File: src/rtl/tuner_ctrl_if.sv
// Handshake bundles between tuner_ctrl (consumer) and tuner_phy (producer):
// one for the peak search, one for lock / interrupt / resume.
interface tuner_search_if #(
  parameter int DAC_WIDTH  = 8,
  parameter int ADC_WIDTH  = 8,
  parameter int NUM_TARGET = 8
);
  localparam int CNT_W = $clog2(NUM_TARGET) + 1;

  logic                                 trig_val;
  logic                                 trig_rdy;
  logic                                 peaks_val;
  logic                                 peaks_rdy;
  logic [NUM_TARGET-1:0][DAC_WIDTH-1:0] ring_tune_peaks;
  logic [NUM_TARGET-1:0][ADC_WIDTH-1:0] pwr_peaks;
  logic [CNT_W-1:0]                     peaks_cnt;

  modport consumer (
    output trig_val, peaks_rdy,
    input  trig_rdy, peaks_val, ring_tune_peaks, pwr_peaks, peaks_cnt
  );
  modport producer (
    input  trig_val, peaks_rdy,
    output trig_rdy, peaks_val, ring_tune_peaks, pwr_peaks, peaks_cnt
  );
endinterface

interface tuner_lock_if;
  logic trig_val;
  logic trig_rdy;
  logic intr_val;
  logic intr_rdy;
  logic resume_val;
  logic resume_rdy;

  modport consumer (
    output trig_val, intr_rdy, resume_val,
    input  trig_rdy, intr_val, resume_rdy
  );
  modport producer (
    input  trig_val, intr_rdy, resume_val,
    output trig_rdy, intr_val, resume_rdy
  );
endinterface

File: src/rtl/tuner_ctrl.sv
// Sequencer for one microring tuner: sweep, pick a peak, program it, lock,
// then service lock interrupts with bounded auto-relock.
module tuner_ctrl #(
  parameter int DAC_WIDTH     = 8,
  parameter int ADC_WIDTH     = 8,
  parameter int NUM_TARGET    = 8,
  parameter int MAX_RELOCK    = 3,
  parameter int STABLE_CYCLES = 1024
) (
  input  logic                          i_clk,
  input  logic                          i_rst,
  input  logic                          i_start,
  input  logic                          i_sel_mode,
  input  logic [$clog2(NUM_TARGET)-1:0] i_sel_idx,
  tuner_search_if.consumer              search_if,
  tuner_lock_if.consumer                lock_if,
  output logic [DAC_WIDTH-1:0]          o_cfg_ring_tune_peak,
  output logic [ADC_WIDTH-1:0]          o_cfg_pwr_peak,
  output logic                          o_busy,
  output logic                          o_locked,
  output logic                          o_err,
  output logic [1:0]                    o_err_code,
  output logic [15:0]                   o_intr_total,
  output logic [2:0]                    o_state
);
  localparam int IDX_W = $clog2(NUM_TARGET);
  localparam int CNT_W = IDX_W + 1;
  localparam int STB_W = $clog2(STABLE_CYCLES + 1);
  localparam int REL_W = $clog2(MAX_RELOCK + 2);

  typedef enum logic [2:0] {
    ST_IDLE, ST_S_TRIG, ST_S_WAIT, ST_SELECT, ST_L_TRIG, ST_LOCKED, ST_RESUME, ST_ERR
  } state_t;

  state_t                               state_q, state_d;
  logic                                 s_trig_val_q, s_trig_val_d;
  logic                                 peaks_rdy_q, peaks_rdy_d;
  logic                                 l_trig_val_q, l_trig_val_d;
  logic                                 intr_rdy_q, intr_rdy_d;
  logic                                 resume_val_q, resume_val_d;
  logic [NUM_TARGET-1:0][DAC_WIDTH-1:0] tune_q, tune_d;
  logic [NUM_TARGET-1:0][ADC_WIDTH-1:0] pwr_q, pwr_d;
  logic [CNT_W-1:0]                     cnt_q, cnt_d;
  logic                                 sel_mode_q, sel_mode_d;
  logic [IDX_W-1:0]                     sel_idx_q, sel_idx_d;
  logic [IDX_W-1:0]                     scan_q, scan_d;
  logic [IDX_W-1:0]                     best_idx_q, best_idx_d;
  logic [ADC_WIDTH-1:0]                 best_pwr_q, best_pwr_d;
  logic [DAC_WIDTH-1:0]                 cfg_tune_q, cfg_tune_d;
  logic [ADC_WIDTH-1:0]                 cfg_pwr_q, cfg_pwr_d;
  logic [1:0]                           err_code_q, err_code_d;
  logic [15:0]                          intr_total_q, intr_total_d;
  logic [STB_W-1:0]                     stable_q, stable_d;
  logic [REL_W-1:0]                     relock_q, relock_d;
  logic                                 busy_q, busy_d;
  logic                                 locked_q, locked_d;
  logic                                 err_q, err_d;

  logic             s_trig_xfer, peaks_xfer, l_trig_xfer, intr_xfer, resume_xfer;
  logic [IDX_W-1:0] win_idx;
  logic [ADC_WIDTH-1:0] win_pwr;
  logic [REL_W-1:0] relock_nxt;

  assign s_trig_xfer = s_trig_val_q & search_if.trig_rdy;
  assign peaks_xfer  = peaks_rdy_q & search_if.peaks_val;
  assign l_trig_xfer = l_trig_val_q & lock_if.trig_rdy;
  assign intr_xfer   = intr_rdy_q & lock_if.intr_val;
  assign resume_xfer = resume_val_q & lock_if.resume_rdy;

  always_comb begin
    state_d      = state_q;
    tune_d       = tune_q;
    pwr_d        = pwr_q;
    cnt_d        = cnt_q;
    sel_mode_d   = sel_mode_q;
    sel_idx_d    = sel_idx_q;
    scan_d       = scan_q;
    best_idx_d   = best_idx_q;
    best_pwr_d   = best_pwr_q;
    cfg_tune_d   = cfg_tune_q;
    cfg_pwr_d    = cfg_pwr_q;
    err_code_d   = err_code_q;
    intr_total_d = intr_total_q;
    stable_d     = stable_q;
    relock_d     = relock_q;
    win_idx      = best_idx_q;
    win_pwr      = best_pwr_q;
    relock_nxt   = relock_q + REL_W'(1);

    unique case (state_q)
      ST_IDLE: if (i_start) state_d = ST_S_TRIG;
      ST_S_TRIG: if (s_trig_xfer) state_d = ST_S_WAIT;
      ST_S_WAIT: if (peaks_xfer) begin
        tune_d     = search_if.ring_tune_peaks;
        pwr_d      = search_if.pwr_peaks;
        cnt_d      = (search_if.peaks_cnt > CNT_W'(NUM_TARGET)) ? CNT_W'(NUM_TARGET)
                                                                : search_if.peaks_cnt;
        sel_mode_d = i_sel_mode;
        sel_idx_d  = i_sel_idx;
        scan_d     = '0;
        state_d    = ST_SELECT;
      end
      ST_SELECT: begin
        if (cnt_q == '0) begin
          err_code_d = 2'd1;
          state_d    = ST_ERR;
        end else if (!sel_mode_q) begin
          if ({1'b0, sel_idx_q} >= cnt_q) begin
            err_code_d = 2'd2;
            state_d    = ST_ERR;
          end else begin
            cfg_tune_d = tune_q[sel_idx_q];
            cfg_pwr_d  = pwr_q[sel_idx_q];
            state_d    = ST_L_TRIG;
          end
        end else begin
          // Strict '>' keeps the earliest entry on ties.
          if (scan_q == '0 || pwr_q[scan_q] > best_pwr_q) begin
            win_idx = scan_q;
            win_pwr = pwr_q[scan_q];
          end
          best_idx_d = win_idx;
          best_pwr_d = win_pwr;
          if ({1'b0, scan_q} == cnt_q - CNT_W'(1)) begin
            cfg_tune_d = tune_q[win_idx];
            cfg_pwr_d  = win_pwr;
            state_d    = ST_L_TRIG;
          end else begin
            scan_d = scan_q + IDX_W'(1);
          end
        end
      end
      ST_L_TRIG: if (l_trig_xfer) begin
        stable_d = '0;
        relock_d = '0;
        state_d  = ST_LOCKED;
      end
      ST_LOCKED: begin
        if (intr_xfer) begin
          if (intr_total_q != '1) intr_total_d = intr_total_q + 16'd1;
          stable_d = '0;
          relock_d = relock_nxt;
          if (relock_nxt > REL_W'(MAX_RELOCK)) begin
            err_code_d = 2'd3;
            state_d    = ST_ERR;
          end else begin
            state_d = ST_RESUME;
          end
        end else if (stable_q == STB_W'(STABLE_CYCLES - 1)) begin
          stable_d = '0;
          relock_d = '0;
        end else begin
          stable_d = stable_q + STB_W'(1);
        end
      end
      ST_RESUME: if (resume_xfer) state_d = ST_LOCKED;
      ST_ERR: state_d = ST_ERR;
    endcase

    // Handshake and status outputs are registered decodes of the next state.
    s_trig_val_d = (state_d == ST_S_TRIG);
    peaks_rdy_d  = (state_d == ST_S_WAIT);
    l_trig_val_d = (state_d == ST_L_TRIG);
    intr_rdy_d   = (state_d == ST_LOCKED);
    resume_val_d = (state_d == ST_RESUME);
    locked_d     = (state_d == ST_LOCKED);
    err_d        = (state_d == ST_ERR);
    busy_d       = !(state_d == ST_IDLE || state_d == ST_LOCKED || state_d == ST_ERR);
  end

  always_ff @(posedge i_clk) begin
    if (i_rst) begin
      state_q      <= ST_IDLE;
      s_trig_val_q <= 1'b0;
      peaks_rdy_q  <= 1'b0;
      l_trig_val_q <= 1'b0;
      intr_rdy_q   <= 1'b0;
      resume_val_q <= 1'b0;
      tune_q       <= '0;
      pwr_q        <= '0;
      cnt_q        <= '0;
      sel_mode_q   <= 1'b0;
      sel_idx_q    <= '0;
      scan_q       <= '0;
      best_idx_q   <= '0;
      best_pwr_q   <= '0;
      cfg_tune_q   <= '0;
      cfg_pwr_q    <= '0;
      err_code_q   <= '0;
      intr_total_q <= '0;
      stable_q     <= '0;
      relock_q     <= '0;
      busy_q       <= 1'b0;
      locked_q     <= 1'b0;
      err_q        <= 1'b0;
    end else begin
      state_q      <= state_d;
      s_trig_val_q <= s_trig_val_d;
      peaks_rdy_q  <= peaks_rdy_d;
      l_trig_val_q <= l_trig_val_d;
      intr_rdy_q   <= intr_rdy_d;
      resume_val_q <= resume_val_d;
      tune_q       <= tune_d;
      pwr_q        <= pwr_d;
      cnt_q        <= cnt_d;
      sel_mode_q   <= sel_mode_d;
      sel_idx_q    <= sel_idx_d;
      scan_q       <= scan_d;
      best_idx_q   <= best_idx_d;
      best_pwr_q   <= best_pwr_d;
      cfg_tune_q   <= cfg_tune_d;
      cfg_pwr_q    <= cfg_pwr_d;
      err_code_q   <= err_code_d;
      intr_total_q <= intr_total_d;
      stable_q     <= stable_d;
      relock_q     <= relock_d;
      busy_q       <= busy_d;
      locked_q     <= locked_d;
      err_q        <= err_d;
    end
  end

  assign search_if.trig_val   = s_trig_val_q;
  assign search_if.peaks_rdy  = peaks_rdy_q;
  assign lock_if.trig_val     = l_trig_val_q;
  assign lock_if.intr_rdy     = intr_rdy_q;
  assign lock_if.resume_val   = resume_val_q;
  assign o_cfg_ring_tune_peak = cfg_tune_q;
  assign o_cfg_pwr_peak       = cfg_pwr_q;
  assign o_busy               = busy_q;
  assign o_locked             = locked_q;
  assign o_err                = err_q;
  assign o_err_code           = err_code_q;
  assign o_intr_total         = intr_total_q;
  assign o_state              = state_q;
endmodule

File: src/flat_wrapper.sv
// flat-port wrapper written by rule: the top's interface ports become plain ports
module tuner_ctrl_flat 
#(
  parameter int DAC_WIDTH     = 8,
  parameter int ADC_WIDTH     = 8,
  parameter int NUM_TARGET    = 8,
  parameter int MAX_RELOCK    = 3,
  parameter int STABLE_CYCLES = 1024
)
  (i_clk, i_rst, i_start, i_sel_mode, i_sel_idx, o_cfg_ring_tune_peak, o_cfg_pwr_peak, o_busy, o_locked, o_err, o_err_code, o_intr_total, o_state, search_if_trig_val, search_if_peaks_rdy, search_if_trig_rdy, search_if_peaks_val, search_if_ring_tune_peaks, search_if_pwr_peaks, search_if_peaks_cnt, lock_if_trig_val, lock_if_intr_rdy, lock_if_resume_val, lock_if_trig_rdy, lock_if_intr_val, lock_if_resume_rdy);
  tuner_search_if #(.DAC_WIDTH(DAC_WIDTH), .ADC_WIDTH(ADC_WIDTH), .NUM_TARGET(NUM_TARGET)) search_if_i ();
  tuner_lock_if lock_if_i ();
  input  logic i_clk;
  input  logic i_rst;
  input  logic i_start;
  input  logic i_sel_mode;
  input  logic [$clog2(NUM_TARGET)-1:0] i_sel_idx;
  output logic [DAC_WIDTH-1:0] o_cfg_ring_tune_peak;
  output logic [ADC_WIDTH-1:0] o_cfg_pwr_peak;
  output logic o_busy;
  output logic o_locked;
  output logic o_err;
  output logic [1:0] o_err_code;
  output logic [15:0] o_intr_total;
  output logic [2:0] o_state;
  output wire logic [$bits(search_if_i.trig_val)-1:0] search_if_trig_val;
  output wire logic [$bits(search_if_i.peaks_rdy)-1:0] search_if_peaks_rdy;
  input wire logic [$bits(search_if_i.trig_rdy)-1:0] search_if_trig_rdy;
  input wire logic [$bits(search_if_i.peaks_val)-1:0] search_if_peaks_val;
  input wire logic [$bits(search_if_i.ring_tune_peaks)-1:0] search_if_ring_tune_peaks;
  input wire logic [$bits(search_if_i.pwr_peaks)-1:0] search_if_pwr_peaks;
  input wire logic [$bits(search_if_i.peaks_cnt)-1:0] search_if_peaks_cnt;
  output wire logic [$bits(lock_if_i.trig_val)-1:0] lock_if_trig_val;
  output wire logic [$bits(lock_if_i.intr_rdy)-1:0] lock_if_intr_rdy;
  output wire logic [$bits(lock_if_i.resume_val)-1:0] lock_if_resume_val;
  input wire logic [$bits(lock_if_i.trig_rdy)-1:0] lock_if_trig_rdy;
  input wire logic [$bits(lock_if_i.intr_val)-1:0] lock_if_intr_val;
  input wire logic [$bits(lock_if_i.resume_rdy)-1:0] lock_if_resume_rdy;
  assign search_if_trig_val = search_if_i.trig_val;
  assign search_if_peaks_rdy = search_if_i.peaks_rdy;
  assign search_if_i.trig_rdy = search_if_trig_rdy;
  assign search_if_i.peaks_val = search_if_peaks_val;
  assign search_if_i.ring_tune_peaks = search_if_ring_tune_peaks;
  assign search_if_i.pwr_peaks = search_if_pwr_peaks;
  assign search_if_i.peaks_cnt = search_if_peaks_cnt;
  assign lock_if_trig_val = lock_if_i.trig_val;
  assign lock_if_intr_rdy = lock_if_i.intr_rdy;
  assign lock_if_resume_val = lock_if_i.resume_val;
  assign lock_if_i.trig_rdy = lock_if_trig_rdy;
  assign lock_if_i.intr_val = lock_if_intr_val;
  assign lock_if_i.resume_rdy = lock_if_resume_rdy;
  tuner_ctrl #(.DAC_WIDTH(DAC_WIDTH), .ADC_WIDTH(ADC_WIDTH), .NUM_TARGET(NUM_TARGET), .MAX_RELOCK(MAX_RELOCK), .STABLE_CYCLES(STABLE_CYCLES)) u_core (.i_clk(i_clk), .i_rst(i_rst), .i_start(i_start), .i_sel_mode(i_sel_mode), .i_sel_idx(i_sel_idx), .search_if(search_if_i), .lock_if(lock_if_i), .o_cfg_ring_tune_peak(o_cfg_ring_tune_peak), .o_cfg_pwr_peak(o_cfg_pwr_peak), .o_busy(o_busy), .o_locked(o_locked), .o_err(o_err), .o_err_code(o_err_code), .o_intr_total(o_intr_total), .o_state(o_state));
endmodule
File: config.mk
export PLATFORM = sky130hd
export DESIGN_NAME = tuner_ctrl_flat
export DESIGN_NICKNAME = d
export VERILOG_FILES = /design/src/rtl/tuner_ctrl_if.sv /design/src/rtl/tuner_ctrl.sv /design/src/flat_wrapper.sv
export SDC_FILE = /design/constraint.sdc
export NUM_CORES = 1
export LEC_CHECK = 0
export BUFFER_PORTS_ARGS = -buffer_cell sky130_fd_sc_hd__buf_2
export CAP_MARGIN = 20
export CELL_PAD_IN_SITES_DETAIL_PLACEMENT = 1
export CELL_PAD_IN_SITES_GLOBAL_PLACEMENT = 1
export CORE_AREA = 4 4 156 158
export CTS_CLUSTER_DIAMETER = 200
export DETAILED_ROUTE_END_ITERATION = 16
export DIE_AREA = 0 0 160 162
export PLACE_DENSITY = 0.88
export SLEW_MARGIN = 0
export SYNTH_ARGS = -nofsm -noshare
export SYNTH_HDL_FRONTEND = slang
export SYNTH_SLANG_ARGS = --single-unit
File: constraint.sdc
create_clock -name i_clk -period 11.18 [get_ports i_clk]
set_clock_uncertainty 0.1 [all_clocks]
set_input_delay 3.354 -clock i_clk [delete_from_list [all_inputs] [get_ports i_clk]]
set_output_delay 3.354 -clock i_clk [all_outputs]
set_load 0.02 [all_outputs]
==> results.md, run 1 <==
* Run status: finished, final reports clean
* Peak VDD IR at 0.00008366 V
* Post-CTS Setup Repair Bufs at 0
* Mapped Cells at ~1200
* Post-CTS resize count at 0
* Pwr dens at 129.4 nW/um^2
* FF+latch count, synth at 208
* Htree depth at 1
* Full die area at 25920 um^2
* Crit-path slowest cell: dfxtp_1
* Slew HR at 31.65%
* Vias in the first global route at 9810
* CP max stage delay at 0.70 ns
* DRT antenna net count at 0
* Core Area at ~23000 um^2
* Worst hold path type: reg -> reg
* R2r endpoint: u_core.o_cfg_ring_tune_peak[2]$_SDFFE_PP0P_
* GR peak layer: met2
* Clock Tree Root: clkbuf_16
* CTS sink cnt at 208
* Final period util at 47.10%
* Most frequent cell on the critical path: buf_4
* Async SR Flop Fraction at 0%
* # port buffers at 188
* Met2 track demand over resource at 41.45%
* Syn Nets at 1339
* Pre-antenna DRT Iters at 5
* Sequential-to-total area share from yosys stat at 40.71%
* Fraction of final layout cells sized beyond drive strength 1 at between 20% and 30%
* Critical path arrival at around 5.6 ns
* Setup crit start kind: flip-flop
* Final hold vios at 0
* CP Cell Sequence: buf_4, mux4_2, mux2_2, ha_1, nand4_1, nor2_1, a211oi_2, nor3_4, mux2i_4, buf_4, mux2i_1, a22oi_1, a31o_1
* Met3 usage at 3.578%
* CP Data Required Time at 11.49 ns
* Most common cell after layout, fill and taps aside: nand2_1
* CP top delay family: multiplexers
* Largest net degree at the start of global routing at approximately 110
* Starting density of the core at 44.23%
* Yosys warns at 0
* WS Path Type: reg -> reg
* WL final at between 30 and 40 mm
* Max_cap viols at 0
* Tmin final at ~5.3 ns
* Ys flop type: dfxtp_1
* Final setup violating endpoints at 0
* Pleak at 4.583 nW
* Placed wire-length estimate at 21.76 mm
* Longest Clk Path Bufs at 3
* Worst Tran Pin Value at 1.025 ns
* Hold_buf cts at 0
* DR vias/cell at approximately 5.8
* RSZ-0062 raised after global routing: false
* Hold path depth at 2
* Setup WS post-layout at 5.914 ns
* Post-synth EDFFs at 0
* Top-Level Pins at 189
* CTS clock-pin slew for the worst setup and hold paths at 0.06 ns
* Worst-Skew Late Latency at between 0.5 and 0.6 ns
* Row count at 56
* DRC Markers at 0
* Synth Cell Area at 10230 um^2
* Setup WS pre-CTS at 5.663 ns
* Die width at between 150 and 200 um
* CP endpoint kind: flip-flop
* Setup TNS at 0 ns
* First-pass GRT wire length at ~52 mm
* Worst R2R Start: u_core.scan_q[1]$_SDFFE_PP0P_
* Syn Area/Cell at 8.697 um^2
* Pins Over Slew Limit at 0
* Hold endpoint: u_core.pwr_q[1]$_SDFFE_PP0P_
* HP Start: u_core.pwr_q[1]$_SDFFE_PP0P_
* CP bufs+invs at 2
* TritonCTS buffer count at 23
* Synth unique cells at 56
* GR Util met1 at 31.83%
* Fmax at between 150 and 200 MHz
* Floorplan die height at 162 um
* Initial antenna violation count at 0
* CTS tree: yes
* Global route overflow at 0
* Worst r2r path cells at 13
* Reg-to-reg slack, setup at between 5 and 6 ns
* GRT Overall Usage at approximately a quarter
* Nets at 1477
* Area Overhead vs Synth at 17.85%
* Commonest cells after routing, fill and taps aside: nand2_1, dfxtp_1, buf_2
* Gp weighted congestion at 0.8564
* Critical-path maximum fanout at 33
* Initial DRC Count at 756
* Routed vias at 9381
* Routed len/inst at roughly 20 um
-- flip-flops by register name, indices dropped and copies added (netlist names) --
signal / count
u_core.relock_q: 3
u_core.lock_if.trig_val: 1
u_core.o_intr_total: 16
u_core.pwr_q: 64
u_core.lock_if.resume_val: 1
u_core.o_err: 1
u_core.o_locked: 1
u_core.tune_q: 64
u_core.o_cfg_pwr_peak: 8
u_core.sel_idx_q: 3
u_core.search_if.trig_val: 1
u_core.best_idx_q: 3
u_core.stable_q: 11
u_core.o_state: 3
u_core.o_cfg_ring_tune_peak: 8
u_core.sel_mode_q: 1
u_core.best_pwr_q: 8
u_core.o_busy: 1
u_core.search_if.peaks_rdy: 1
u_core.scan_q: 3
u_core.cnt_q: 4
u_core.o_err_code: 2
-- metal layers --
| metal | up-vias | share of wire (%) |
|---|---|---|
| li1 | 4377 | - |
| met5 | - | 0 |
| met2 | 343 | 48 |
| met3 | 103 | 5.9 |
| met4 | 0 | 3.9 |
| met1 | 4558 | 42 |
-- area by class of cell --
class | count | area, um^2
fill | 2769 | 11070
multi-input combinational | 861 | 5619
sequential | 208 | 4165
timing repair buffer | 201 | 1085
clock buffer | 33 | 683.2
tap | 290 | 362.8
inverter | 19 | 71.32
clock inverter | 7 | 63.81
antenna | 1 | 2.502
-- worst max-delay path by stage --
stage / from / endpoint / slack (ns) / depth (start not counted)
after floorplan: lock_if_intr_val / u_core.o_intr_total[15]$_SDFFE_PP0P_ / 6.39 / 6
after global placement: i_rst / u_core.o_cfg_ring_tune_peak[7]$_SDFFE_PP0P_ / 5.75 / 4
after detailed placement: search_if_peaks_val / u_core.sel_idx_q[1]$_SDFFE_PP0P_ / 5.66 / 5
after CTS: u_core.scan_q[1]$_SDFFE_PP0P_ / u_core.o_cfg_ring_tune_peak[2]$_SDFFE_PP0P_ / 5.97 / 13
after global routing: u_core.scan_q[1]$_SDFFE_PP0P_ / u_core.o_cfg_ring_tune_peak[1]$_SDFFE_PP0P_ / 5.70 / 13
final: u_core.scan_q[1]$_SDFFE_PP0P_ / u_core.o_cfg_ring_tune_peak[2]$_SDFFE_PP0P_ / 5.91 / 13
-- kinds of logic after synthesis --
| family | share of synthesized area (%) |
|---|---|
| multiplexers | 16.86 |
| AND/OR/NAND/NOR | 19.60 |
| AO/OA/AOI/OAI | 14.17 |
| buffers and inverters | 4.367 |
| adder cells (fa/ha/maj) | 2.324 |
| flip-flops | 40.71 |
| XOR/XNOR | 1.970 |
-- power breakdown --
part / total [mW] / switching (mW) / internal (mW)
clock: 0.758 / 0.312 / 0.446
sequential: 0.746 / 0.00302 / 0.743
combinational: 0.0558 / 0.0309 / 0.0249
total: 1.56 / 0.346 / 1.21
-- Yosys cell counts (all sizes together) (9+ instances only) --
master / number / area [um^2]
inv: 19 / 71.31
ha: 19 / 237.7
nor2b: 12 / 75.07
nor2: 70 / 262.8
mux2i: 54 / 553.0
or3: 16 / 100.1
mux4: 48 / 1081
xnor2: 10 / 87.58
dfxtp: 208 / 4164
nand4: 10 / 68.81
nand3: 12 / 65.06
nand2: 299 / 1122
a21oi: 177 / 885.9
buf: 29 / 153.9
a22oi: 17 / 127.6
o21ai: 9 / 45.04
xor2: 13 / 113.9
clkbuf: 59 / 221.5
nor3: 11 / 71.32
a211oi: 19 / 147.6
-- through the flow --
stage / area (um^2) / cells / hold slack [ns] / utilization [%] / total power, mW
after floorplan: 10230 / 1176 / 0.3429 / - / 0.7829
after global placement: 11250 / 1577 / 0.3507 / 48.65 / 0.8155
after detailed placement: 11250 / 1577 / 0.3621 / 48.65 / 0.8162
after CTS: 12000 / 1617 / 0.3703 / 51.88 / 1.566
after global routing: 12050 / 1619 / 0.3932 / 52.12 / 1.609
final: 12050 / 1620 / 0.3693 / 52.13 / 1.560
-- tightest hold or removal path: cells and delay by family, from the launching register on --
family,cells,cell delay (ns)
flip-flops,1,0.32
AO/OA/AOI/OAI,1,0.05
AND/OR/NAND/NOR,1,0.05
No activity file was read; power rests on OpenSTA's default activity.
==> run 2: changes to the inputs <==
--- a/config.mk
+++ b/config.mk
@@ -5,15 +5,16 @@
 export SDC_FILE = /design/constraint.sdc
 export NUM_CORES = 1
 export LEC_CHECK = 0
+export ABC_AREA = 1
 export BUFFER_PORTS_ARGS = -buffer_cell sky130_fd_sc_hd__buf_2
 export CAP_MARGIN = 20
 export CELL_PAD_IN_SITES_DETAIL_PLACEMENT = 1
 export CELL_PAD_IN_SITES_GLOBAL_PLACEMENT = 1
-export CORE_AREA = 4 4 156 158
+export CORE_AREA = 4 4 176 178
 export CTS_CLUSTER_DIAMETER = 200
 export DETAILED_ROUTE_END_ITERATION = 16
-export DIE_AREA = 0 0 160 162
-export PLACE_DENSITY = 0.88
+export DIE_AREA = 0 0 180 182
+export PLACE_DENSITY = 0.8
 export SLEW_MARGIN = 0
 export SYNTH_ARGS = -nofsm -noshare
 export SYNTH_HDL_FRONTEND = slang
==> constraint.sdc (replaced) <==
create_clock -name i_clk -period 4.39 [get_ports i_clk]
set_clock_uncertainty 0.1 [all_clocks]
set_input_delay 1.317 -clock i_clk [delete_from_list [all_inputs] [get_ports i_clk]]
set_output_delay 1.317 -clock i_clk [all_outputs]
set_load 0.02 [all_outputs]
==> results.md, run 2 <==
* Initial antenna violation count at 11
* Worst-Skew Late Latency at 0.52 ns
* Clock Tree Root: clkbuf_16
* Critical-path maximum fanout at 25
* Nets at 1824
* Area Overhead vs Synth at 19.93%
* Post-Synth XOR/XNOR Area at 0.4167%
* Combinational family with the most area after synthesis: compound AO/OA/AOI/OAI gates
* Largest net degree at the start of global routing at approximately 160
* Worst R2R Start: u_core.scan_q[1]$_SDFFE_PP0P_
* Hold_buf cts at 0
* Max_cap viols at 0
* Setup crit start kind: flip-flop
* Pwr dens at 343.2 nW/um^2
* CP max stage delay at 0.33 ns
* Initial DRC Count at 797
* Post-synth EDFFs at 0
* GRT Overall Usage at 22.40%
* Mapped Cells at between 1500 and 2000
* Pleak at 4.993 nW
* Gp weighted congestion at 0.8778
* Final setup violating endpoints at 0
* Longest Clk Path Bufs at 3
* CTS tree: yes
* Post-CTS resize count at 0
* Most frequent cell on the critical path: nand2_1
* Synth top cells by count: o21ai_0, a21oi_1, dfxtp_1
* Synth unique cells at 42
* CP Launch Point: u_core.scan_q[1]$_SDFFE_PP0P_
* Synth Area in Adders at 2.262%
* Async SR Flop Fraction at 0%
* FF+latch count, synth at about 210
* Pre-antenna DRT Iters at 8
* Routed vias at between 10000 and 15000
* CP Data Required Time at roughly 4.7 ns
* Syn Nets at ~1700
* R2r endpoint: u_core.o_cfg_ring_tune_peak[3]$_SDFFE_PP0P_
* DR vias/cell at approximately 5.4
* Post-CTS Setup Repair Bufs at 0
* Tmin final at approximately 3.7 ns
* Fraction of final layout cells sized beyond drive strength 1 at 17.45%
* Worst r2r path cells at 23
* Share of the synthesized area in the top cell type at ~40%
* Compound-Gate Fraction of Synth Area at between 20 and 30%
* Slew HR at a little over half
* Placed wire-length estimate at between 20 and 30 mm
* Crit path to: u_core.o_cfg_ring_tune_peak[3]$_SDFFE_PP0P_
* # port buffers at 188
* Vias in the first global route at 11360
* Run status: finished, final reports clean
* Peak VDD IR at 0.0002799 V
* Syn Area/Cell at 6.869 um^2
* Final Cell Area at between 10000 and 15000 um^2
* Routed len/inst at 18.44 um
* Most common cell after layout, fill and taps aside: o21ai_0
* WS Path Type: reg -> reg
* Ys flop type: dfxtp_1
* Most common cell in the netlist: o21ai_0
* Row count at 63
* Full die area at 32760 um^2
* CP endpoint kind: flip-flop
* TritonCTS buffer count at 24
* Htree depth at 1
* CP Cell Sequence: buf_4, inv_2, a21oi_1, o21ai_0, nand2_1, nor2_1, a31oi_1, ha_1, nand2_1, nand2_1, nand2_1, nand2_1, nand2_1, nand2_1, nand2_2, nand2_4, nand2_2, nand2_2, nand2_1, nand3_1, nand3_1, nand3_1, a21oi_1
* First-pass GRT wire length at 60.95 mm
* Final hold vios at 0
* RSZ-0062 raised after global routing: false
* Top-Level Pins at ~190
* Global route overflow at 0
* Reg-to-reg slack, setup at 0.68 ns
* Ranking of synthesized cells by area: dfxtp_1, o21ai_0, a21oi_1
* Critical path arrival at 4.06 ns
* Worst Tran Pin Value at 0.7129 ns
* Die width at 180 um
* Setup TNS at 0 ns
* Post-synthesis mux area share at 0%
* Floorplan die height at around 180 um
* Largest area contributor in the netlist: dfxtp_1
* Sequential-to-total area share from yosys stat at 39.62%
* DRT antenna net count at 0
* Simple-gate share of the synthesized area at a little under a fifth
* Core Area at between 20000 and 30000 um^2
* Pins Over Slew Limit at 0
* Final period util at between 80% and 90%
* CTS clock-pin slew for the worst setup and hold paths at 0.06 ns
* DRC Markers at 0
* WL final at 38.20 mm
* Starting density of the core at 35.74%
* Commonest cells after routing, fill and taps aside: o21ai_0, a21oi_1, dfxtp_1
* Worst hold path type: reg -> reg
* CTS sink cnt at 208
* Crit-path slowest cell: dfxtp_1
* Yosys warns at 0
* Synth Cell Area at 10510 um^2
* Placed cell area at roughly 12000 um^2
* Fmax at 269.2 MHz
## run 2: cell count changes in the layout (fill, tap and decap cells not counted), sizes merged, moves of 24 or more
cell and delta:
o21ai +277, nand2 -159, inv +158, nand3 +140, a21oi +73, mux2i -54, mux4 -48, nor2 +45
a31oi +24
## run 2: critical path, delay by kind of cell (launching register included)
kind,cells,cell delay (ns)
compound gates,4,0.73
fa+ha+maj,1,0.31
buf+inv,2,0.41
flops,1,0.33
simple gates,16,1.77
## run 2: cell families after synthesis
| family | Yosys count |
|---|---|
| compound gates | 571 |
| simple gates | 444 |
| buf+inv | 283 |
| flops | 208 |
| fa+ha+maj | 19 |
| xor+xnor | 5 |
## run 2: worst min-delay path by stage
stage / slack, ns / depth (start not counted) / endpoint / startpoint
after floorplan: 0.33 / 2 / u_core.stable_q[10]$_SDFFE_PP0P_ / u_core.stable_q[10]$_SDFFE_PP0P_
after global routing: 0.40 / 2 / u_core.stable_q[10]$_SDFFE_PP0P_ / u_core.stable_q[10]$_SDFFE_PP0P_
after CTS: 0.36 / 2 / u_core.stable_q[10]$_SDFFE_PP0P_ / u_core.stable_q[10]$_SDFFE_PP0P_
after global placement: 0.34 / 2 / u_core.stable_q[10]$_SDFFE_PP0P_ / u_core.stable_q[10]$_SDFFE_PP0P_
after detailed placement: 0.35 / 2 / u_core.stable_q[10]$_SDFFE_PP0P_ / u_core.stable_q[10]$_SDFFE_PP0P_
final: 0.36 / 2 / u_core.stable_q[10]$_SDFFE_PP0P_ / u_core.stable_q[10]$_SDFFE_PP0P_
## run 2: power by group
part	internal, mW	switching (mW)
combinational	0.0775	0.114
sequential	1.89	0.00675
clock	1.40	0.833
## run 2: metal layers
layer / GRT usage, % / vias to the layer above / part of all wire, %
met5: 0 / - / 0.33
met4: 5.517 / 20 / 2.0
met3: 5.128 / 70 / 7.1
met2: 36.87 / 325 / 46
met1: 29.94 / 5369 / 44
li1: - / 5442 / -
## run 2: area by class of cell
cell class / instances / area, um^2
Sequential cell: 208 / 4165
Inverter: 179 / 674.4
Fill cell: 3806 / 16800
Antenna cell: 2 / 5.005
Timing Repair Buffer: 209 / 1144
Tap cell: 390 / 488.0
Multi-Input combinational cell: 1039 / 5236
Clock buffer: 30 / 684.4
Clock inverter: 14 / 206.4
## run 2: metrics by stage
| stage | total power [mW] | std cells | setup WS [ns] | util (%) | hold WS [ns] |
|---|---|---|---|---|---|
| detailed placement | 2.130 | 2024 | 0.7904 | 39.73 | 0.3532 |
| floorplan | 2.025 | 1530 | 1.563 | - | 0.3338 |
| global route | 4.487 | 2070 | 0.2910 | 42.86 | 0.4024 |
| finish | 4.325 | 2071 | 0.6759 | 42.87 | 0.3577 |
| global placement | 2.126 | 2024 | 0.9627 | 39.73 | 0.3430 |
| CTS | 4.368 | 2068 | 0.6800 | 42.75 | 0.3624 |
